==> config.mk <==
export PLATFORM = sky130hd
export DESIGN_NAME = pcr_unit
export DESIGN_NICKNAME = d
export VERILOG_FILES = /design/src/rtl/pcr_unit.sv
export SDC_FILE = /design/constraint.sdc
export NUM_CORES = 1
export LEC_CHECK = 0
export BUFFER_PORTS_ARGS = -buffer_cell sky130_fd_sc_hd__buf_2
export CAP_MARGIN = 5
export CELL_PAD_IN_SITES_DETAIL_PLACEMENT = 1
export CELL_PAD_IN_SITES_GLOBAL_PLACEMENT = 1
export CORE_ASPECT_RATIO = 1.4
export CORE_UTILIZATION = 25
export CTS_CLUSTER_SIZE = 28
export DETAILED_ROUTE_END_ITERATION = 6
export PLACE_DENSITY = 0.45
export SETUP_SLACK_MARGIN = 0.2
export SLEW_MARGIN = 20
export SYNTH_ARGS = -nofsm -noshare
export SYNTH_HDL_FRONTEND = slang
export SYNTH_SLANG_ARGS = --single-unit
==> constraint.sdc <==
create_clock -name clk_i -period 7.2 [get_ports clk_i]
set_clock_uncertainty 0.1 [all_clocks]
set_input_delay 1.44 -clock clk_i [delete_from_list [all_inputs] [get_ports clk_i]]
set_output_delay 1.44 -clock clk_i [all_outputs]
set_load 0.02 [all_outputs]
==> src/rtl/pcr_unit.sv <==
// Platform control register target: one outstanding read/write/set/clear request against a
// small bank holding a cycle counter, a request counter and scratch registers.
module pcr_unit #(
    parameter int unsigned NUM_REGS     = 8,
    parameter logic [11:0] BASE_ADDR    = 12'h7C0,
    parameter int unsigned RESP_LATENCY = 2
) (
    input  logic        clk_i,
    input  logic        rstn_i,
    input  logic        pcr_req_valid_i,
    output logic        pcr_req_ready_o,
    input  logic [11:0] pcr_req_addr_i,
    input  logic [63:0] pcr_req_data_i,
    input  logic [2:0]  pcr_req_we_i,
    input  logic        pcr_req_core_id_i,
    output logic        pcr_resp_valid_o,
    output logic [63:0] pcr_resp_data_o,
    output logic        pcr_resp_core_id_o
);
    localparam int unsigned IdxW = $clog2(NUM_REGS);
    localparam int unsigned CntW = $clog2(RESP_LATENCY + 1);

    typedef enum logic [1:0] {StIdle, StWait, StResp} state_e;

    state_e          state_q, state_d;
    logic [CntW-1:0] cnt_q, cnt_d;
    logic [63:0]     regs_q [NUM_REGS];
    logic [63:0]     regs_d [NUM_REGS];
    logic [63:0]     resp_data_q;
    logic            resp_core_id_q;

    logic            accept;
    logic            hit;
    logic [11:0]     offset;
    logic [IdxW-1:0] idx;
    logic [63:0]     old_val;
    logic [63:0]     new_val;

    assign accept = pcr_req_valid_i && (state_q == StIdle);
    assign offset = pcr_req_addr_i - BASE_ADDR;
    assign hit    = (pcr_req_addr_i >= BASE_ADDR) && (32'(offset) < NUM_REGS);
    assign idx    = offset[IdxW-1:0];

    always_comb begin
        old_val = '0;
        if (hit) begin
            old_val = regs_q[idx];
        end
    end

    always_comb begin
        new_val = old_val;
        case (pcr_req_we_i)
            3'b001:  new_val = pcr_req_data_i;
            3'b010:  new_val = old_val | pcr_req_data_i;
            3'b011:  new_val = old_val & ~pcr_req_data_i;
            default: new_val = old_val;
        endcase
    end

    // Counters are assigned after the scratch write so they can never be overwritten.
    always_comb begin
        regs_d = regs_q;
        if (accept && hit && (32'(idx) >= 32'd2)) begin
            regs_d[idx] = new_val;
        end
        regs_d[0] = regs_q[0] + 64'd1;
        if (accept) begin
            regs_d[1] = regs_q[1] + 64'd1;
        end
    end

    always_comb begin
        state_d          = state_q;
        cnt_d            = cnt_q;
        pcr_req_ready_o  = 1'b0;
        pcr_resp_valid_o = 1'b0;
        unique case (state_q)
            StIdle: begin
                pcr_req_ready_o = 1'b1;
                if (pcr_req_valid_i) begin
                    if (RESP_LATENCY == 1) begin
                        state_d = StResp;
                    end else begin
                        state_d = StWait;
                        cnt_d   = CntW'(RESP_LATENCY - 1);
                    end
                end
            end
            StWait: begin
                if (cnt_q == CntW'(1)) begin
                    state_d = StResp;
                end else begin
                    cnt_d = cnt_q - CntW'(1);
                end
            end
            StResp: begin
                pcr_resp_valid_o = 1'b1;
                state_d          = StIdle;
            end
            default: state_d = StIdle;
        endcase
    end

    always_ff @(posedge clk_i or negedge rstn_i) begin
        if (!rstn_i) begin
            state_q        <= StIdle;
            cnt_q          <= '0;
            resp_data_q    <= '0;
            resp_core_id_q <= 1'b0;
            for (int i = 0; i < NUM_REGS; i++) begin
                regs_q[i] <= '0;
            end
        end else begin
            state_q <= state_d;
            cnt_q   <= cnt_d;
            regs_q  <= regs_d;
            if (accept) begin
                resp_data_q    <= old_val;
                resp_core_id_q <= pcr_req_core_id_i;
            end
        end
    end

    assign pcr_resp_data_o    = resp_data_q;
    assign pcr_resp_core_id_o = resp_core_id_q;

endmodule

==> summary.txt, run 1 <==
Outcome
  • Status: finished with violations
  • Failing checks: DRC

Finish
  • Fillcell total: 12,380
  • FF/Latch Area: 14,540 um^2
  • Commonest non-fill, non-tap cell in the layout: dfrtp_1
  • Nets: 2,567
  • Most frequent cells in the layout: 581 x dfrtp_1, 228 x mux2_2, 210 x o21ai_0
  • Area occupied by multi-input gates: 13,300 um^2
  • Share of layout cells above drive strength 1: 26.58%
  • Final instance area: 33,240 um^2
  • Area growth syn-to-layout: 16.13%

Yosys
  • Syn Inst Count: 2,391
  • Post-Syn Area: about 29,000 um^2
  • Synth Area in Compound Gates: a little over a tenth
  • Seq cells post-synth: 581
  • Syn Nets: 2,477
  • Post-synthesis xor/xnor area fraction: 3.825%
  • Warnings from Yosys: 0
  • Simple-gate share of the synthesized area: 10.12%
  • Adder-cell share of the synthesized area: 0.1311%
  • Register area share after synthesis: between 50% and 60%
  • Post-synth EDFFs: 0
  • Largest family of logic cells by synthesized area: multiplexers
  • Post-synth top flop: dfrtp_1
  • Mapped Avg Cell Area: approximately 12 um^2
  • Multiplexer share of the synthesized area: 21.46%
  • Post-synth cell types: 49
  • Post-synth ARST share: 100.0%

Route
  • Vias: 20,690
  • DRT Pass-1 Iters: 7
  • Post-DR vias/cell: 5.154
  • DR WL/cell: 24.99 um
  • Post-route ant nets: 0
  • Final wirelength: between 100,000 and 150,000 um
  • # DRC: 18
  • Initial drt markers: 1,075

Placement
  • DP Worst Slack: 2.319 ns
  • Post-DP HPWL: approximately 64,000 um
  • Port bufs: around 150
  • Gpl congestion: 0.7423
  • Dpl cell area: 31,030 um^2

GRT
  • GRT Total Usage: 17.65%
  • Initial antenna violation count: 3
  • First-pass GRT wire length: 152,700 um
  • GR Util met2: 32.56%
  • Vias in the first global route: 23,010
  • Largest net degree at the start of global routing: 143
  • GRT overflow: 0
  • GRT busiest layer: met2
  • Global Route met1 Usage: 20.68%
  • Met3 usage: roughly 2.3%

Clock network
  • Worst skew pair latency: 0.64 ns
  • Post-cts sizing count: 0
  • CTS Hold Buffers Added: 0
  • Total CTS buffers: 68
  • Clock transition at the registers of the reported paths: ~0.06 ns
  • Max clock buf depth: 3
  • TritonCTS clock tree: yes
  • H-tree levels: 3
  • Clock sink total: between 500 and 600
  • # Post-CTS Setup Buffers: 0
  • CTS root buffer: clkbuf_16

Critical path
  • Flop2flop setup slack: between 3 and 4 ns
  • Worst r2r src: state_q[0]
  • Worst r2r path cells: 6
  • Reg2reg end: regs_q[133]
  • Critical Path Start Type: input pin
  • WP data required: 7.59 ns
  • Crit path DAT: 4.52 ns
  • Critical path peak fanout: 36
  • Critical path class: in2reg
  • Setup crit end kind: flip-flop

Worst hold path
  • Hold_sp: pcr_resp_data_o[30]
  • Worst hold path class: reg2reg
  • Hold depth: 2
  • Destination of the worst hold path: pcr_resp_data_o[30]

STA
  • RSZ-0062 raised after global routing: false
  • Post-route minimum period: 4.132 ns
  • Slew @ Worst Pin: around 1.1 ns
  • Min Hold Slack: 0.3657 ns
  • Final Hold Viols: 0
  • Fin crit share: a little under three fifths
  • Setup TNS Final: 0 ns
  • Worst rel slew slack: 24.61%
  • Post-layout worst setup margin: 3.068 ns
  • Achievable Freq: 242.0 MHz
  • Final number of setup-violating endpoints: 0
  • Fin. max-slew vios: 0

Flow run
  • Max_cap viols: 0

Die
  • Die area: 115,900 um^2
  • Core area: 113,300 um^2
  • Row Count: between 100 and 150
  • Die Width: 288.0 um
  • Starting Density: 25.27%
  • Die height: 402.4 um
  • # IOs: 150

Pwr
  • Peak supply drop: 0.1812 mV
  • Overall Power: 0.007413 W
  • Leak: between 10 and 15 nW
  • Pwr per Cell Area: 223.0 nW/um^2
-- logic make-up after synthesis --
logic type | Yosys count
AOI/OAI and AO/OA | 476
xor gates and xnor gates | 125
adders and majority gates | 3
buffers and inverters | 207
DFF | 581
muxes | 422
and+or+nand+nor | 577
-- final cells by class --
class                   instances  area share (%)
diodes                          1        0.007529
multi-input cells            1603           40.02
inverters                      33          0.3764
clock buffers                 100           5.910
flip-flops and latches        581           43.74
clock inverters                21          0.7303
well taps                    1480           5.571
repair buffers                194           3.640
-- metal layers --
metal  routed length, um  vias up
li1                    -     9105
met1               39650    11070
met2               54670      376
met3                3394      137
met4                2559        2
met5                  13        -
-- worst max path at each step --
stage,start,endpoint,cells after the start
floorplan,pcr_req_valid_i,regs_q[363],8
global placement,pcr_req_addr_i[3],regs_q[136],8
global route,pcr_req_addr_i[2],regs_q[136],7
detailed placement,pcr_req_addr_i[3],regs_q[133],8
CTS,pcr_req_addr_i[3],regs_q[133],8
finish,pcr_req_addr_i[3],regs_q[133],8
-- cells in the mapped netlist (2+ instances only) --
cell | number | area share [%]
and4_1 | 8 | 0.24
buf_1 | 15 | 0.20
ha_1 | 3 | 0.13
nand3_1 | 73 | 1.3
nand4_1 | 41 | 0.90
nand4b_1 | 3 | 0.092
or4_4 | 3 | 0.12
a22oi_1 | 194 | 5.1
inv_1 | 32 | 0.42
and2_1 | 4 | 0.087
nor3_2 | 2 | 0.070
buf_2 | 32 | 0.56
nor3b_1 | 3 | 0.079
a221oi_1 | 37 | 1.1
dfrtp_1 | 581 | 51
mux4_2 | 126 | 9.9
or3_1 | 5 | 0.11
nor4_2 | 2 | 0.087
or4_1 | 30 | 0.79
and3_1 | 5 | 0.11
mux2_4 | 2 | 0.10
xnor2_1 | 65 | 2.0
clkbuf_1 | 119 | 1.6
nor3_1 | 46 | 0.80
mux2i_1 | 28 | 0.98
buf_6 | 8 | 0.31
mux2_2 | 228 | 9.0
o21ai_0 | 210 | 3.7
nor2_1 | 84 | 1.1
nor2b_1 | 43 | 0.94
nand2b_1 | 4 | 0.087
mux2_1 | 38 | 1.5
nand2_1 | 189 | 2.5
a21oi_1 | 28 | 0.49
nor4_1 | 26 | 0.57
xor2_1 | 60 | 1.8
a2111o_1 | 2 | 0.079
-- per-stage QoR --
step	std cells	utilization (%)
2_1_floorplan	2391	-
3_3_place_gp	3891	27.40
3_5_place_dp	3891	27.40
4_1_cts	4012	29.34
5_1_grt	4013	29.35
6_report	4013	29.35
-- report_power, final --
| part | switching, W | internal (W) | leakage, nW |
|---|---|---|---|
| logic | 0.000407 | 0.000151 | 5.69 |
| clock network | 0.00148 | 0.00204 | 1.09 |
| registers | 0.0000371 | 0.00329 | 8.02 |
-- worst max-delay path, stage by stage --
cell     delay (ns)
buf_2          0.10
or3_1          0.37
buf_4          0.32
nor4_1         0.70
nand2_1        0.65
buf_4          0.51
a22oi_1        0.23
o21ai_0        0.12
-- sequential cells by signal, indices dropped and copies added (netlist names) --
register and flops:
pcr_resp_data_o 64, regs_q 512, pcr_resp_core_id_o 1, state_q 2
cnt_q 2
Note: power is estimated with default switching activity, not from simulation.
==> run 2: changes to the inputs <==
==> constraint.sdc (replaced) <==
create_clock -name clk_i -period 4 [get_ports clk_i]
set_clock_uncertainty 0.1 [all_clocks]
set_input_delay 0.8 -clock clk_i [delete_from_list [all_inputs] [get_ports clk_i]]
set_output_delay 0.8 -clock clk_i [all_outputs]
set_load 0.02 [all_outputs]
==> run 2 against run 1 <==
The flow still finishes with violations (DRC). Count of clock-buffer cells in the layout rose by 2. Clock power rose by 84%. Critical path depth fell by 4. Via count rose by 0.94%. Critical path type is now reg2reg. Sequential cell count did not move. Core utilization rose by 0.59 points. Cell count rose by 1.2%. Worst setup slack got worse by 2.3 ns. Worst hold slack got worse by 0.27 ns.
==> summary.txt, run 2 (synthesis results as in run 1) <==
Route
  • DRT Pass-1 Iters: 7 (unchanged)
  • Vias: 20,880 (+0.94%)
  • DR WL/cell: 24.53 um (-1.8%)
  • # DRC: 14 (-4)
  • Initial drt markers: 1,085 (+0.93%)
  • Post-route ant nets: 0 (unchanged)
  • Post-DR vias/cell: 5.139 (-0.30%)
  • Final wirelength: 99,660 um (-0.63%)

GRT
  • First-pass GRT wire length: 152,300 um (-0.26%)
  • Vias in the first global route: 23,260 (+1.1%)
  • Largest net degree at the start of global routing: 86 (-40%)
  • GRT Total Usage: 17.50% (-0.15 points)
  • GRT overflow: 0 (unchanged)
  • Initial antenna violation count: 3 (unchanged)

Clock network
  • CTS Hold Buffers Added: 0 (unchanged)
  • # Post-CTS Setup Buffers: 0 (unchanged)
  • Total CTS buffers: 70 (+2.9%)
  • Clock sink total: 581 (unchanged)
  • H-tree levels: 3 (unchanged)
  • Worst skew pair latency: 0.66 ns (+0.02 ns)
  • CTS root buffer: clkbuf_16
  • Max clock buf depth: 3 (unchanged)
  • Clock transition at the registers of the reported paths: 0.06 ns (about the same)
  • TritonCTS clock tree: yes
  • Post-cts sizing count: 0 (unchanged)

Outcome
  • Status: finished with violations
  • Failing checks: DRC

Pwr
  • Leak: 15.16 nW (+2.4%)
  • Peak supply drop: 0.2716 mV (+50%)
  • Pwr per Cell Area: 398.4 nW/um^2 (+79%)

Critical path
  • Setup crit end kind: flip-flop
  • CP max stage cell: or4_4
  • WP depth: 4 (-4)
  • Worst r2r path cells: 4 (-2)
  • WP data required: 4.43 ns (-3.16 ns)
  • Buf/Inv on CP: 0 (-3)
  • Critical Path Start Type: flip-flop
  • Critical path's top delay family: simple AND/OR/NAND/NOR gates
  • Critical path class: reg2reg
  • Critical path's largest stage delay: 0.80 ns (+0.10 ns)
  • Critical path, cell by cell: or3b_4 -> or4_4 -> or4_4 -> mux2_1
  • Crit path DAT: 3.61 ns (-0.91 ns)
  • Critical path peak fanout: 38 (+5.6%)
  • Crit path top cell by count: or4_4

Finish
  • Max FFs per register: 512 (unchanged)
  • Fillcell total: 12,400 (+0.15%)
  • Area occupied by multi-input gates: 13,300 um^2 (about the same)
  • Nets: 2,616 (+1.9%)
  • Commonest non-fill, non-tap cell in the layout: dfrtp_1
  • Final cell count without fillers: 4,063 (+1.2%)
  • Most frequent cells in the layout: 581 x dfrtp_1, 228 x mux2_2, 210 x o21ai_0
  • Top reg by flops: regs_q
  • Antenna diodes: 0 (-1)
  • Area growth syn-to-layout: 18.47%
  • FF/Latch Area: 14,540 um^2 (unchanged)
  • Share of layout cells above drive strength 1: 28.30% (+1.7 points)

Die
  • Starting Density: 25.27% (unchanged)
  • Row Count: 146 (unchanged)
  • Die height: 402.4 um (unchanged)
  • Die area: 115,900 um^2 (unchanged)
  • Core area: 113,300 um^2 (unchanged)
  • Die Width: 288.0 um (unchanged)
  • # IOs: 150 (unchanged)

STA
  • Min Hold Slack: 0.09494 ns (-0.2708 ns)
  • RSZ-0062 raised after global routing: false
  • Worst rel slew slack: 32.65% (+8.0 points)
  • Slew @ Worst Pin: 1.010 ns (-0.1178 ns)
  • Achievable Freq: 314.0 MHz
  • Setup TNS Final: 0 ns (unchanged)
  • Fin crit share: 79.63%
  • Final number of setup-violating endpoints: 0 (unchanged)
  • Post-route minimum period: roughly 3.2 ns
  • Final Hold Viols: 0 (unchanged)
  • Fin. max-slew vios: 0 (unchanged)

Placement
  • Gpl congestion: 0.7460 (+0.50%)
  • Dpl cells: 3,938 (+1.2%)
  • Post-DP HPWL: 66,430 um (+4.1%)
  • Port bufs: 149 (unchanged)

Worst hold path
  • Worst hold path class: in2async

Flow run
  • Max_cap viols: 0 (unchanged)
==> run 2: cell count changes in the layout (fill, tap and decap cells not counted), sizes merged <==
cell,delta
bufinv,-2
clkinvlp,+1
clkbuf,+2
clkinv,+2
buf,+47
inv,+1
diode,-1
==> run 2: metrics by stage <==
stage          worst slack [ns]  total power, W  util, %  instance area (um^2)
2_1_floorplan            0.8208        0.006606        -                 28620
3_3_place_gp             0.1760        0.007151    27.89                 31590
3_5_place_dp             0.1556        0.007180    27.89                 31590
4_1_cts                  0.7893         0.01382    29.94                 33910
5_1_grt                  0.6902         0.01406    29.94                 33910
6_report                 0.8149         0.01351    29.94                 33910
==> run 2: area by class of cell <==
cell class              instances  share of cell area (%)
clock buffers                 102                   6.144
clock inverters                23                  0.6827
inverters                      33                  0.3690
multi-input cells            1603                   39.23
flip-flops and latches        581                   42.88
well taps                    1480                   5.461
repair buffers                241                   5.236
==> run 2: power by group <==
group / internal [W] / switching [W] / total, W
clock network: 0.00377 / 0.00271 / 0.00647
registers: 0.00593 / 0.0000706 / 0.00600
logic: 0.000309 / 0.000724 / 0.00103
==> run 2: per-layer routing <==
metal	global-route usage [%]	wire [um]	up-vias	part of all wire, %
met5	0	0	-	0
met4	5.969	2636	0	2.6
met3	2.041	3061	144	3.1
met2	31.95	53420	374	54
met1	20.96	40540	11170	41
li1	-	-	9197	-
==> run 2: final timing paths <==
check | start | slack, ns | end
setup / recovery | state_q[0] | 0.81 | regs_q[116]
hold / removal | rstn_i | 0.09 | regs_q[369]
setup reg to reg | state_q[0] | 0.81 | regs_q[116]
hold reg to reg | pcr_resp_data_o[17] | 0.37 | pcr_resp_data_o[17]
max in group asynchronous | rstn_i | 2.73 | regs_q[460]
min in group clk_i | pcr_req_core_id_i | 0.25 | pcr_resp_core_id_o
